<file path="src/rtl/countertest.sv">
// countertest: two-operand, two-digit decimal calculator driving a
// multiplexed 4-digit common-anode seven-segment display.
//
// Operand digits are stepped by four synchronized, edge-detected buttons.
// The selected operation (lowest set bit of 'operations' wins) is evaluated
// every cycle into a registered result. The result is converted to BCD and
// shown by scanning one digit per refresh slot.
//
// Optional feature macro: SUB_SIGN_EN
//   defined   - a negative difference shows '-' on digit 3 and |A-B| below it
//   undefined - a negative difference saturates to 0000
//
// No state machine here: the only sequencing is the free-running refresh
// counter, whose top two bits are the active digit index.
module countertest #(
  parameter int REFRESH_W = 18
) (
  input  logic       clk,
  input  logic       rstn,
  input  logic       original,
  input  logic [3:0] in,
  input  logic [3:0] operations,
  output logic [6:0] y,
  output logic [3:0] Anode_Activate
);

  // Internal display codes: 0-9 are decimal digits, 10 is the minus bar
  // (also used for the "----" divide-by-zero display).
  localparam logic [3:0] CODE_MINUS = 4'd10;

  // Button synchronizer stages and edge-detect history.
  logic [3:0] sync1, sync2, sync3;
  logic [3:0] rise;

  // Operand BCD digits.
  logic [3:0] a_tens, a_units, b_tens, b_units;

  // Binary operand values (0..99).
  logic [6:0] op_a, op_b;

  // Next-state result and registered result.
  logic [13:0] nxt_mag;
  logic        nxt_neg;
  logic        nxt_err;
  logic [13:0] res_mag;
  logic        res_neg;
  logic        res_err;

  // Registered display source select and operand snapshot, so operand view
  // and result view share the same one-cycle latency.
  logic        show_ops;
  logic [3:0]  snap_at, snap_au, snap_bt, snap_bu;

  // BCD conversion of the result magnitude.
  logic [15:0] bcd;

  // Per-position display codes, position 3 = leftmost.
  logic [3:0] code3, code2, code1, code0;
  logic [3:0] cur_code;

  // Refresh counter and active digit index.
  logic [REFRESH_W-1:0] refresh_cnt;
  logic [1:0]           digit_idx;

  // Wrapping BCD increment without carry-out.
  function automatic logic [3:0] bcd_inc(input logic [3:0] d);
    if (d >= 4'd9) bcd_inc = 4'd0;
    else           bcd_inc = d + 4'd1;
  endfunction

  // Two-flop synchronizer plus one history flop for rising-edge detection.
  always_ff @(posedge clk or negedge rstn) begin
    if (!rstn) begin
      sync1 <= 4'b0;
      sync2 <= 4'b0;
      sync3 <= 4'b0;
    end else begin
      sync1 <= in;
      sync2 <= sync1;
      sync3 <= sync2;
    end
  end

  assign rise = sync2 & ~sync3;

  // Each detected press steps its own digit; digits never carry into each other.
  always_ff @(posedge clk or negedge rstn) begin
    if (!rstn) begin
      a_tens  <= 4'd0;
      a_units <= 4'd0;
      b_tens  <= 4'd0;
      b_units <= 4'd0;
    end else begin
      if (rise[0]) a_tens  <= bcd_inc(a_tens);
      if (rise[1]) a_units <= bcd_inc(a_units);
      if (rise[2]) b_tens  <= bcd_inc(b_tens);
      if (rise[3]) b_units <= bcd_inc(b_units);
    end
  end

  assign op_a = 7'(a_tens) * 7'd10 + 7'(a_units);
  assign op_b = 7'(b_tens) * 7'd10 + 7'(b_units);

  // Arithmetic for the highest-priority (lowest-index) selected operation.
  always_comb begin
    nxt_mag = 14'd0;
    nxt_neg = 1'b0;
    nxt_err = 1'b0;
    if (operations[0]) begin
      nxt_mag = 14'(op_a) + 14'(op_b);
    end else if (operations[1]) begin
      if (op_a >= op_b) begin
        nxt_mag = 14'(op_a - op_b);
      end else begin
`ifdef SUB_SIGN_EN
        nxt_neg = 1'b1;
        nxt_mag = 14'(op_b - op_a);
`else
        nxt_mag = 14'd0;
`endif
      end
    end else if (operations[2]) begin
      nxt_mag = 14'(op_a) * 14'(op_b);
    end else if (operations[3]) begin
      if (op_b == 7'd0) nxt_err = 1'b1;
      else              nxt_mag = 14'(op_a / op_b);
    end
  end

  // Result, display source and operand snapshot refresh every cycle.
  always_ff @(posedge clk or negedge rstn) begin
    if (!rstn) begin
      res_mag  <= 14'd0;
      res_neg  <= 1'b0;
      res_err  <= 1'b0;
      show_ops <= 1'b1;
      snap_at  <= 4'd0;
      snap_au  <= 4'd0;
      snap_bt  <= 4'd0;
      snap_bu  <= 4'd0;
    end else begin
      res_mag  <= nxt_mag;
      res_neg  <= nxt_neg;
      res_err  <= nxt_err;
      show_ops <= (operations == 4'b0000) || original;
      snap_at  <= a_tens;
      snap_au  <= a_units;
      snap_bt  <= b_tens;
      snap_bu  <= b_units;
    end
  end

  // Double-dabble: shift-and-add-3 binary to 4-digit BCD.
  always_comb begin
    logic [29:0] sh;
    sh = {16'd0, res_mag};
    for (int i = 0; i < 14; i++) begin
      for (int d = 0; d < 4; d++) begin
        if (sh[14 + 4*d +: 4] >= 4'd5) sh[14 + 4*d +: 4] = sh[14 + 4*d +: 4] + 4'd3;
      end
      sh = sh << 1;
    end
    bcd = sh[29:14];
  end

  // Choose what each display position shows.
  always_comb begin
    code3 = bcd[15:12];
    code2 = bcd[11:8];
    code1 = bcd[7:4];
    code0 = bcd[3:0];
    if (show_ops) begin
      code3 = snap_at;
      code2 = snap_au;
      code1 = snap_bt;
      code0 = snap_bu;
    end else if (res_err) begin
      code3 = CODE_MINUS;
      code2 = CODE_MINUS;
      code1 = CODE_MINUS;
      code0 = CODE_MINUS;
    end else if (res_neg) begin
      code3 = CODE_MINUS;
    end
  end

  // Free-running refresh counter; wraps naturally.
  always_ff @(posedge clk or negedge rstn) begin
    if (!rstn) refresh_cnt <= '0;
    else       refresh_cnt <= refresh_cnt + 1'b1;
  end

  assign digit_idx = refresh_cnt[REFRESH_W-1:REFRESH_W-2];

  // Enable one digit and pick its code; index 0 is the rightmost digit.
  always_comb begin
    Anode_Activate = 4'b1110;
    cur_code       = code0;
    case (digit_idx)
      2'd0: begin Anode_Activate = 4'b1110; cur_code = code0; end
      2'd1: begin Anode_Activate = 4'b1101; cur_code = code1; end
      2'd2: begin Anode_Activate = 4'b1011; cur_code = code2; end
      2'd3: begin Anode_Activate = 4'b0111; cur_code = code3; end
      default: begin Anode_Activate = 4'b1110; cur_code = code0; end
    endcase
  end

  // Active-low segment patterns {g,f,e,d,c,b,a}.
  always_comb begin
    case (cur_code)
      4'd0:       y = 7'b1000000;
      4'd1:       y = 7'b1111001;
      4'd2:       y = 7'b0100100;
      4'd3:       y = 7'b0110000;
      4'd4:       y = 7'b0011001;
      4'd5:       y = 7'b0010010;
      4'd6:       y = 7'b0000010;
      4'd7:       y = 7'b1111000;
      4'd8:       y = 7'b0000000;
      4'd9:       y = 7'b0010000;
      CODE_MINUS: y = 7'b0111111;
      default:    y = 7'b1111111;
    endcase
  end

endmodule

</file>
<file path="config.mk">
export PLATFORM = sky130hd
export DESIGN_NAME = countertest
export DESIGN_NICKNAME = d
export VERILOG_FILES = /design/src/rtl/countertest.sv
export SDC_FILE = /design/constraint.sdc
export NUM_CORES = 1
export LEC_CHECK = 0
export ABC_CLOCK_PERIOD_IN_PS = 33900
export BUFFER_PORTS_ARGS = -buffer_cell sky130_fd_sc_hd__buf_2
export CAP_MARGIN = 20
export CORE_ASPECT_RATIO = 2
export CORE_MARGIN = 2
export CORE_UTILIZATION = 40
export DETAILED_ROUTE_END_ITERATION = 8
export SETUP_SLACK_MARGIN = 0.05
export SYNTH_ARGS = -nofsm -noshare
export SYNTH_HDL_FRONTEND = slang
export SYNTH_SLANG_ARGS = --single-unit
</file>
<file path="constraint.sdc">
create_clock -name clk -period 33.9 [get_ports clk]
set_input_delay 1.695 -clock clk [delete_from_list [all_inputs] [get_ports clk]]
set_output_delay 1.695 -clock clk [all_outputs]
set_load 0.05 [all_outputs]
</file>
### Word-level counts from Yosys, hierarchy flattened

Memories as Yosys holds them, arrays and structs flattened.
Cells that the tools add are included.

| storage, ports and cells | value |
|---|---|
| register bits | 78 |
| ROM bits | 112 |
| input bits | 11 |
| output and inout bits | 11 |
| word-level logic and storage cells | 206 |
| memories | 1 |

| operators by class | value |
|---|---|
| add/sub/neg operators | 55 |
| $mul | 3 |
| div/mod/pow operators | 1 |
| magnitude comparators | 51 |
| equal/unequal tests | 3 |
| muxes and demuxes | 71 |
| bitwise logic cells | 2 |
| reductions and logical operators | 4 |

Memory list:

| memory | words | width | rd ports | clocked after Yosys merged registers in | wr ports | line | text |
|---|---|---|---|---|---|---|---|
| (no name shown) | 16 | 7 | 1 | 0 | 0 | 210 | `case (cur_code)` |

Operators with widths:

| operator | count |
|---|---|
| $mux 4 | 45 |
| $ge 4x3->1 const B | 42 |
| $add 4x2->4 const B | 33 |
| $mux 14 | 6 |
| $mux 3 | 13 |
| $pmux 4 s4 | 2 |
| $add 3x2->3 const B | 9 |
| $add 18x1->18 const B | 1 |
| $add 4x1->4 const B | 4 |
| $ge 4x4->1 const B | 4 |
| $add 7x4->7 | 2 |
| $div 7x7->14 | 1 |
| $mul 7x7->14 | 1 |
| $mul 4x3->6 const B | 2 |
| $add 1x2->3 const AB | 3 |
| $ge 1x3->1 const AB | 3 |
| $add 7x7->8 | 1 |
| $sub 7x7->8 | 1 |
| $ge 7x7->1 | 1 |
| $logic_not 7->1 | 1 |
| $mux 1 | 5 |
| $and 4x4->4 | 1 |
| $eq 2x2->1 const B | 2 |
| $logic_not 4->1 | 1 |
| other kinds (6) | 6 |

### Logic depth before layout (Yosys ltp)

Gate-level depths: netlist of the first run.
An unclocked memory read counts as a cell.

| logic depth | value |
|---|---|
| depth after elaboration | 30 |
| gate-level depth with buffers | 133 |
| gate-level depth less buffers | 126 |

### Worst setup path before layout of the first run

No wires, ideal clock.

| timing | value |
|---|---|
| path type | reg2reg |
| start point | register b_tens[0] |
| end point | register res_mag[0] |
| library setup time | 126 ps |
| arrival | 24,075 ps |
| required time | 33,774 ps |
| setup slack | 9,699 ps |
| cell stages (with the launch flop) | 127 |
| path buffers | 6 |
| clock period less this slack | 24,201 ps |
| cells stage by stage | dfrtp_1 -> ha_1 -> fa_1 -> inv_1 -> ha_1 -> o21a_1 -> nor2_1 -> mux2_2 -> and3_1 -> ha_1 -> inv_1 -> a21oi_1 -> o21ai_0 -> a21oi_1 -> nand3_1 -> nor2_1 -> ha_1 -> o21a_1 -> (+91 left out) -> nand4_1 -> clkbuf_1 -> nor2_1 -> a21oi_1 -> ha_1 -> o21ai_0 -> nand2b_1 -> a21o_1 -> a21oi_1 -> nor2b_1 -> o21ai_0 -> nand2b_1 -> a221oi_1 -> o21ai_0 -> nor4b_1 -> nand3_1 -> a21oi_1 -> a21oi_1 |

| on the way | value |
|---|---|
| longest elaborated chain between the ends | 8 |
| elaborated cells on any way between the ends | 11 |
| those cells by class | add/sub (1); mul (1); div (1); order compare (1); mux (6); reduce/logical (1) |

RTL lines:

| element | line | text |
|---|---|---|
| start: declaration | 36 | `logic [3:0] a_tens, a_units, b_tens, b_units;` |
| start signal: assignment | 96 | `if (rise[2]) b_tens <= bcd_inc(b_tens);` |
| $mul 4x3->6 (*) | 102 | `assign op_b = 7'(b_tens) * 7'd10 + 7'(b_units);` |
| $add 7x4->7 (*) | 102 |  |
| $div 7x7->14 / $logic_not 7->1 (equally long branches) | 126, 125 |  |
| $mux 14 | 125 | `if (op_b == 7'd0) nxt_err = 1'b1;` |
| $mux 14 | 124 | `end else if (operations[3]) begin` |
| $mux 14 | 122 | `end else if (operations[2]) begin` |
| $mux 14 (*) | 111 | `end else if (operations[1]) begin` |
| $mux 14 (*) | 109 | `if (operations[0]) begin` |
| net nxt_mag[0] | 42 | `logic [13:0] nxt_mag;` |
| end signal: assignment | 142 | `res_mag <= nxt_mag;` |
| end: declaration | 45 | `logic [13:0] res_mag;` |

The timed path passes the listed nets; every way through them passes the cells marked *.
A chain may end at the register's enable or synchronous reset.

### Worst setup path after layout of the first run

Ends and elaborated chain as after synthesis.

==> impl_metrics.env, run 1 <==
export IMPL_finalHoldViolCount=0
export IMPL_worst_skew_pair_late_latency_ps=340
export IMPL_drt_iter0_drc=415
export IMPL_tritoncts="yes"
export IMPL_viasPerCell=5.81
export IMPL_grt_pass1_vias=12600
export IMPL_rsz0062_at_grt="no"
export IMPL_min_path_cells=0
export IMPL_die_area_um2=34800
export IMPL_critPathCaptureType="flop"
export IMPL_grt_total_usage_pct=21.2
export IMPL_synth_edff_count=0
export IMPL_grt_max_degree=63
export IMPL_num_vias=12200
export IMPL_detail_route_wl_per_cell_um=17.5
export IMPL_rr_worst_depth=121
export IMPL_setup_tns_ps=0
export IMPL_path_max_fanout=17
export IMPL_num_rows=94
export IMPL_max_slew_margin_rel_pct=39.5
export IMPL_root_buffer="clkbuf_16"
export IMPL_synth_distinct_cells=97
export IMPL_synthesis_area_um2=13300
export IMPL_async_flop_share_pct=100
export IMPL_drtPass1Iterations=5
export IMPL_avgSynthCellArea_um2=8.13
export IMPL_clockBufferDepth=2
export IMPL_yosysSeqAreaShare_pct=14.7
export IMPL_holdBufCountCts=0
export IMPL_grt_pass1_wl_um=59700
export IMPL_die_h_um=262
export IMPL_setup_viol=0
export IMPL_min_delay_start="sync1[1]"
export IMPL_dp_hpwl_um=30400
export IMPL_antenna_cells=0
export IMPL_ys_flop_type="dfrtp_1"
export IMPL_gp_congestion=0.990
export IMPL_drive_gt1_share_pct=8.95
export IMPL_timing_fmax_mhz=36.5
export IMPL_slowest_delay_ps=730
export IMPL_cts_buffers=9
export IMPL_ant_nets=0
export IMPL_io_buffers=21
export IMPL_r2r_slack_ps=6470
export IMPL_antenna_found_initial=1
export IMPL_reg2reg_to="res_mag[0]"
export IMPL_post_route_period_util_pct=80.9
export IMPL_ys_warn_count=0
export IMPL_finalWirelength_um=36600
export IMPL_start_kind="flop"
export IMPL_nets=1912
export IMPL_ys_ff_latch=78
export IMPL_io_pins=22
export IMPL_drv_cap=0
export IMPL_area_growth_pct=7.17
export IMPL_overflow=0
export IMPL_whs_endpoint="sync2[1]"
export IMPL_cts_sinks=78
export IMPL_cts_setup_buffers=0
export IMPL_post_cts_resized=0
export IMPL_drc=0
export IMPL_die_w_um=133
export IMPL_core_area_um2=32800
export IMPL_start_util_pct=40.6
export IMPL_skew_ps=8.64
export IMPL_crit_required_ps=34110
export IMPL_worst_slew_pin_slew_ps=906
export IMPL_crit_type="flop to flop"
export IMPL_hold_class="flop to flop"
export IMPL_synthesis_instances=1638
export IMPL_rr_startpoint="b_tens[0]"
export IMPL_crit_top_cell="o21a_1"
export IMPL_drv_slew=0
export IMPL_outcome="completed"
export IMPL_path_clk_slew_ps=60
export IMPL_cts_max_level=3
export IMPL_layout_min_cycle_time_ps=27430
export IMPL_arrival_ps=27640
export IMPL_slowest_stage="fa_1"
export IMPL_holdWs_ps=348
logic make-up after synthesis:
kind of cell,synth area share (%)
AOI/OAI and AO/OA,23.2
xor gates and xnor gates,4.74
adders and majority gates,24.5
buffers and inverters,4.84
DFF,14.7
muxes,7.23
other,0.0282
and+or+nand+nor,20.8
Yosys cell counts (11+ instances only):
| library cell | number | area share [%] |
|---|---|---|
| a211oi_1 | 16 | 0.90 |
| a21o_1 | 33 | 1.9 |
| a21oi_1 | 97 | 3.6 |
| a221oi_1 | 11 | 0.72 |
| a31oi_1 | 16 | 0.75 |
| and2_1 | 12 | 0.56 |
| and3_1 | 13 | 0.61 |
| clkbuf_1 | 26 | 0.73 |
| dfrtp_1 | 77 | 14 |
| fa_1 | 30 | 4.5 |
| ha_1 | 211 | 20 |
| inv_1 | 131 | 3.7 |
| mux2_2 | 48 | 4.1 |
| mux2i_1 | 33 | 2.5 |
| nand2_1 | 111 | 3.1 |
| nand2b_1 | 45 | 2.1 |
| nand3_1 | 30 | 1.1 |
| nand4_1 | 13 | 0.61 |
| nor2_1 | 148 | 4.2 |
| nor2b_1 | 32 | 1.5 |
| nor3_1 | 61 | 2.3 |
| o211ai_1 | 13 | 0.73 |
| o21a_1 | 52 | 2.9 |
| o21ai_0 | 63 | 2.4 |
| o21ai_1 | 12 | 0.45 |
| o22ai_1 | 15 | 0.71 |
| o31ai_1 | 17 | 0.96 |
| xnor2_1 | 50 | 3.3 |
| xor2_1 | 22 | 1.4 |
sequential cells by signal (all words and copies together), names as in the netlist:
| signal | flops |
|---|---|
| snap_au | 4 |
| res_err | 1 |
| snap_bu | 4 |
| sync1 | 4 |
| refresh_cnt | 18 |
| snap_bt | 4 |
| res_mag | 14 |
| snap_at | 4 |
| sync2 | 4 |
| a_units | 4 |
| a_tens | 4 |
| b_tens | 4 |
| sync3 | 4 |
| b_units | 4 |
| show_ops | 1 |
critical path: cells and delay by family, from the launching register on:
family / cells / cell delay [ps]
flops: 1 / 460
simple gates: 26 / 5670
fa+ha+maj: 14 / 4690
buf+inv: 4 / 600
compound gates: 73 / 14510
mux: 4 / 1280
worst max-delay path by stage:
stage / endpoint / start
finish: res_mag[0] / b_tens[0]
global route: res_mag[0] / b_tens[0]
CTS: res_mag[0] / b_tens[0]
detailed placement: res_mag[0] / b_tens[0]
global placement: res_mag[0] / b_tens[0]
floorplan: res_mag[0] / b_tens[0]
cell type report:
type	count	area (um^2)
Multi-Input combinational cell	1400	10700
Tap cell	432	541
Clock inverter	6	62.6
Fill cell	3294	18600
Timing Repair Buffer	39	243
Clock buffer	10	229
Sequential cell	78	1950
Inverter	132	495
cell usage in the layout (no fill, tap or decap), types with 30 or more instances in the layout:
master,netlist,final
mux2i_1,33,33
o21a_1,52,52
inv_1,131,131
nor2_1,148,148
nand3_1,30,30
ha_1,211,211
fa_1,30,30
o21ai_0,63,63
dfrtp_1,77,77
nand2_1,111,111
nor3_1,61,61
a21oi_1,97,97
nand2b_1,45,45
a21o_1,33,33
mux2_2,48,48
xnor2_1,50,50
nor2b_1,32,32
metrics by stage:
step	util [%]	cells	area, um^2	setup slack [ps]
final	43.5	2097	14300	6470
after global routing	43.5	2097	14300	3700
after CTS	43.5	2097	14300	6620
after detailed placement	42.6	2081	14000	6690
after global placement	42.6	2081	14000	7650
after floorplan	-	1644	13300	9700
per-layer routing:
layer / part of all wire, % / up-vias / GRT usage [%]
li1: - / 6012 / -
met1: 34 / 5848 / 18.5
met2: 57 / 196 / 44.9
met3: 1.6 / 121 / 1.00
met4: 6.8 / 2 / 14.7
met5: 0.038 / - / 0
Power of run 1 is left out: the tool's default activity adds up to more than one toggle a clock period on the data nets, which glitch-free logic cannot reach.
==> inputs of run 2 (changes only) <==
--- a/config.mk
+++ b/config.mk
@@ -5,7 +5,7 @@
 export SDC_FILE = /design/constraint.sdc
 export NUM_CORES = 1
 export LEC_CHECK = 0
-export ABC_CLOCK_PERIOD_IN_PS = 33900
+export ABC_CLOCK_PERIOD_IN_PS = 23100
 export BUFFER_PORTS_ARGS = -buffer_cell sky130_fd_sc_hd__buf_2
 export CAP_MARGIN = 20
 export CORE_ASPECT_RATIO = 2
==> constraint.sdc (replaced) <==
create_clock -name clk -period 23.1 [get_ports clk]
set_input_delay 1.155 -clock clk [delete_from_list [all_inputs] [get_ports clk]]
set_output_delay 1.155 -clock clk [all_outputs]
set_load 0.05 [all_outputs]
==> run 2 against run 1 <==
Net effect: non-clock buffer count rose by 84; sequential share of layout area fell by 0.92 points; cell count rose by 4.0%; sequential cell count did not move; via count rose by 3.7%; largest cell class unchanged; design area rose by 7.2%.
==> impl_metrics.env, run 2 (synthesis gave the netlist of run 1 again) <==
export IMPL_outcome="completed"
export IMPL_viasPerCell=5.79
export IMPL_drtPass1Iterations=5
export IMPL_grt_max_degree=68
export IMPL_die_w_um=133
export IMPL_finalHoldViolCount=0
export IMPL_core_area_um2=32800
export IMPL_worst_slew_pin_slew_ps=919
export IMPL_num_rows=94
export IMPL_finalWirelength_um=38700
export IMPL_drv_cap=0
export IMPL_slowest_stage="fa_2"
export IMPL_drive_gt1_share_pct=17.0
export IMPL_grt_total_usage_pct=21.9
export IMPL_holdBufCountCts=0
export IMPL_nets=1996
export IMPL_antenna_found_initial=0
export IMPL_slowest_delay_ps=590
export IMPL_rsz0062_at_grt="yes"
export IMPL_drv_slew=0
export IMPL_layout_min_cycle_time_ps=22400
export IMPL_max_slew_margin_rel_pct=37.9
export IMPL_path_clk_slew_ps=70
export IMPL_hold_class="flop to flop"
export IMPL_ant_nets=0
export IMPL_place_area_um2=14200
export IMPL_die_h_um=262
export IMPL_arrival_ps=22640
export IMPL_path_max_fanout=7
export IMPL_largest_register="refresh_cnt"
export IMPL_gp_congestion=0.969
export IMPL_setup_tns_ps=0
export IMPL_crit_top_cell="o21a_1"
export IMPL_io_pins=22
export IMPL_overflow=0
export IMPL_start_util_pct=40.6
export IMPL_cts_max_level=3
export IMPL_dp_hpwl_um=31100
export IMPL_setup_viol=0
export IMPL_tritoncts="yes"
export IMPL_num_vias=12600
export IMPL_worst_skew_pair_late_latency_ps=350
export IMPL_fillers=3256
export IMPL_antenna_cells=0
export IMPL_layout_common_cells="ha_1, nor2_1, inv_1, nand2_1, buf_4"
export IMPL_drt_iter0_drc=474
export IMPL_skew_ps=5.55
export IMPL_crit_required_ps=23340
export IMPL_io_buffers=21
export IMPL_grt_pass1_vias=12800
export IMPL_crit_family="compound AO/OA/AOI/OAI gates"
export IMPL_largestRegisters="refresh_cnt: 18 flops, res_mag: 14 flops"
export IMPL_final_area_um2=15300
export IMPL_crit_type="flop to flop"
export IMPL_root_buffer="clkbuf_16"
export IMPL_drc=0
export IMPL_start_kind="flop"
export IMPL_cts_sinks=78
export IMPL_mostFrequentLayoutCell="ha_1"
export IMPL_crit_buf_inv=6
export IMPL_area_growth_pct=14.9
export IMPL_cts_buffers=9
export IMPL_die_area_um2=34800
export IMPL_clockBufferDepth=2
export IMPL_grt_pass1_wl_um=61300
export IMPL_detail_route_wl_per_cell_um=17.7
export IMPL_timing_fmax_mhz=44.6
export IMPL_post_route_period_util_pct=97.0
export IMPL_holdWs_ps=347
export IMPL_largest_register_ffs=18
export IMPL_critPathCaptureType="flop"
[run 2: final cells by class]
class	count	area, um^2	share of cell area, %
Clock buffer	9	225	1.47
Clock inverter	7	86.3	0.565
Inverter	132	499	3.26
Multi-Input combinational cell	1400	11100	72.6
Sequential cell	78	1950	12.8
Tap cell	432	541	3.53
Timing Repair Buffer	123	885	5.79
[run 2: worst paths after layout]
path / start / end / slack, ps / cells past startpoint
hold reg to reg: sync1[1] / sync2[1] / 350 / 0
setup reg to reg: b_tens[0] / res_mag[0] / 700 / 115
hold / removal: sync1[1] / sync2[1] / 350 / 0
max in group asynchronous: rstn / sync2[0] / 21380 / 2
min in group asynchronous: rstn / refresh_cnt[8] / 630 / 1
setup / recovery: b_tens[0] / res_mag[0] / 700 / 115
[run 2: layer usage]
layer	track usage [%]	wire, um
met1	19.1	12900
met5	0	0
met4	16.1	3150
met2	45.7	21900
met3	1.22	778
[run 2: repair_timing]
item	in CTS	in global routing
pin swaps	3	41
endpoints found under the setup margin	1	2
resized for setup	18	65
gates cloned	0	0
setup buffers	9	42
[run 2: through the flow]
stage,worst slack [ps],utilization (%),cells
6_report,700,46.6,2181
5_1_grt,-667,46.6,2181
4_1_cts,108,44.8,2139
3_5_place_dp,-835,43.4,2114
3_3_place_gp,-9.59,43.4,2114
2_1_floorplan,50.7,-,1644
Power of run 2 is left out for the same reason.
==> inputs of run 3 (changes only) <==
--- a/config.mk
+++ b/config.mk
@@ -10,8 +10,9 @@
 export CAP_MARGIN = 20
 export CORE_ASPECT_RATIO = 2
 export CORE_MARGIN = 2
-export CORE_UTILIZATION = 40
+export CORE_UTILIZATION = 55
 export DETAILED_ROUTE_END_ITERATION = 8
+export PLACE_DENSITY = 0.74
 export SETUP_SLACK_MARGIN = 0.05
 export SYNTH_ARGS = -nofsm -noshare
 export SYNTH_HDL_FRONTEND = slang
==> run 3 against run 2 <==
Net effect: sequential share of layout area up 0.32 points; routed wire length is 6.0% lower; global-route usage up 6.4 points; design area decreased by 2.5%; largest cell class unchanged.
==> impl_metrics.env, run 3 (synthesis gave the netlist of run 1 again) <==
export IMPL_wl_met2_um=19700
export IMPL_slowest_delay_ps=620
export IMPL_fillers=2088
export IMPL_r2r_slack_ps=740
export IMPL_mostFrequentLayoutCell="ha_1"
export IMPL_root_buffer="clkbuf_16"
export IMPL_finalWirelength_um=36400
export IMPL_grt_max_degree=63
export IMPL_core_area_um2=23800
export IMPL_whs_endpoint="sync2[1]"
export IMPL_die_area_um2=25500
export IMPL_rsz0062_at_grt="yes"
export IMPL_arrival_ps=22580
export IMPL_io_buffers=21
export IMPL_clockBufferDepth=2
export IMPL_layout_min_cycle_time_ps=22360
export IMPL_largestRegisters="refresh_cnt: 18 flops, res_mag: 14 flops"
export IMPL_gp_congestion=0.934
export IMPL_wl_met1_um=12300
export IMPL_setup_viol=0
export IMPL_rr_worst_depth=121
export IMPL_rr_startpoint="b_tens[0]"
export IMPL_num_rows=80
export IMPL_ff_latch_area_um2=1950
export IMPL_ant_nets=0
export IMPL_tritoncts="yes"
export IMPL_drt_iter0_drc=544
export IMPL_drv_cap=0
export IMPL_antenna_cells=0
export IMPL_crit_top_cell="o21a_1"
export IMPL_area_growth_pct=12.1
export IMPL_wl_met3_um=1060
export IMPL_drc=0
export IMPL_grt_pass1_vias=13000
export IMPL_overflow=0
export IMPL_start_util_pct=55.9
export IMPL_skew_ps=9.58
export IMPL_grt_pass1_wl_um=58800
export IMPL_preCtsSetupSlack_ps=-861
export IMPL_io_pins=22
export IMPL_worst_skew_pair_late_latency_ps=340
export IMPL_path_max_fanout=8
export IMPL_largest_register="refresh_cnt"
export IMPL_viasPerCell=6.34
export IMPL_fin_ws_ps=744
export IMPL_detail_route_wl_per_cell_um=18.1
export IMPL_nets=1973
export IMPL_antenna_found_initial=0
export IMPL_cts_max_level=3
export IMPL_layout_common_cells="ha_1, nor2_1, inv_1, nand2_1, a21oi_1"
export IMPL_drv_slew=0
export IMPL_critPathCaptureType="flop"
export IMPL_outcome="completed"
export IMPL_cts_buffers=9
export IMPL_drtPass1Iterations=5
export IMPL_post_route_period_util_pct=96.8
export IMPL_drive_gt1_share_pct=15.4
export IMPL_max_slew_margin_rel_pct=40.7
export IMPL_topRoutingLayerUsed="met4"
export IMPL_min_path_cells=0
export IMPL_min_delay_start="sync1[1]"
export IMPL_timing_fmax_mhz=44.7
export IMPL_cts_sinks=78
export IMPL_die_w_um=114
export IMPL_slowest_stage="or4_4"
export IMPL_path_clk_slew_ps=60
export IMPL_hold_class="flop to flop"
export IMPL_die_h_um=224
export IMPL_dp_hpwl_um=29000
export IMPL_largest_register_ffs=18
export IMPL_crit_type="flop to flop"
export IMPL_reg2reg_to="res_mag[0]"
export IMPL_crit_required_ps=23330
export IMPL_worst_slew_pin_slew_ps=888
export IMPL_num_vias=12800
export IMPL_start_kind="flop"
export IMPL_grt_total_usage_pct=28.3
export IMPL_multi_input_area_um2=11100
export IMPL_finalHoldViolCount=0
run 3: layout make-up:
type / count / area share [%]
timing repair buffer: 100 / 4.72
tap: 287 / 2.41
clock inverter: 5 / 0.403
multi-input combinational: 1400 / 74.5
sequential: 78 / 13.1
clock buffer: 10 / 1.54
inverter: 132 / 3.35
run 3: metal layers:
metal / up-vias / track usage, %
met1: 6062 / 25.5
li1: 6136 / -
met4: 0 / 24.2
met2: 366 / 54.7
met5: - / 0
met3: 190 / 2.22
run 3: worst max path at each step:
stage | from | to | slack [ps]
after floorplan | b_tens[0] | res_mag[0] | 50
after global placement | b_tens[0] | res_mag[0] | 100
after detailed placement | b_tens[0] | res_mag[0] | -860
after CTS | b_tens[0] | res_mag[0] | 20
after global routing | b_tens[0] | res_mag[0] | -580
final | b_tens[0] | res_mag[0] | 740
run 3: through the flow:
stage,hold slack [ps],TNS [ps],cells,cell area (um^2),utilization (%)
2_1_floorplan,331,0,1644,13400,-
3_3_place_gp,335,0,1962,14000,58.8
3_5_place_dp,339,-861,1963,14000,58.8
4_1_cts,353,0,1981,14400,60.4
5_1_grt,366,-581,2012,14900,62.6
6_report,350,0,2012,14900,62.6
run 3: critical path: cells and delay by family, from the launching register on:
kind                     cells  cell delay (ps)
AO/OA/AOI/OAI               74            12420
adder cells (fa/ha/maj)     14             4020
buffers and inverters        3              310
flip-flops                   1              410
multiplexers                 3              900
AND/OR/NAND/NOR             27             4160
run 3: timing repair:
| action | CTS | global route |
|---|---|---|
| hold buffers | 0 | 0 |
| gates resized for setup | 15 | 62 |
| setup buffers | 3 | 31 |
| pin swaps | 2 | 41 |
| cloned | 0 | 0 |
| endpoints found under the setup margin | 1 | 2 |
Power of run 3 is left out for the same reason.
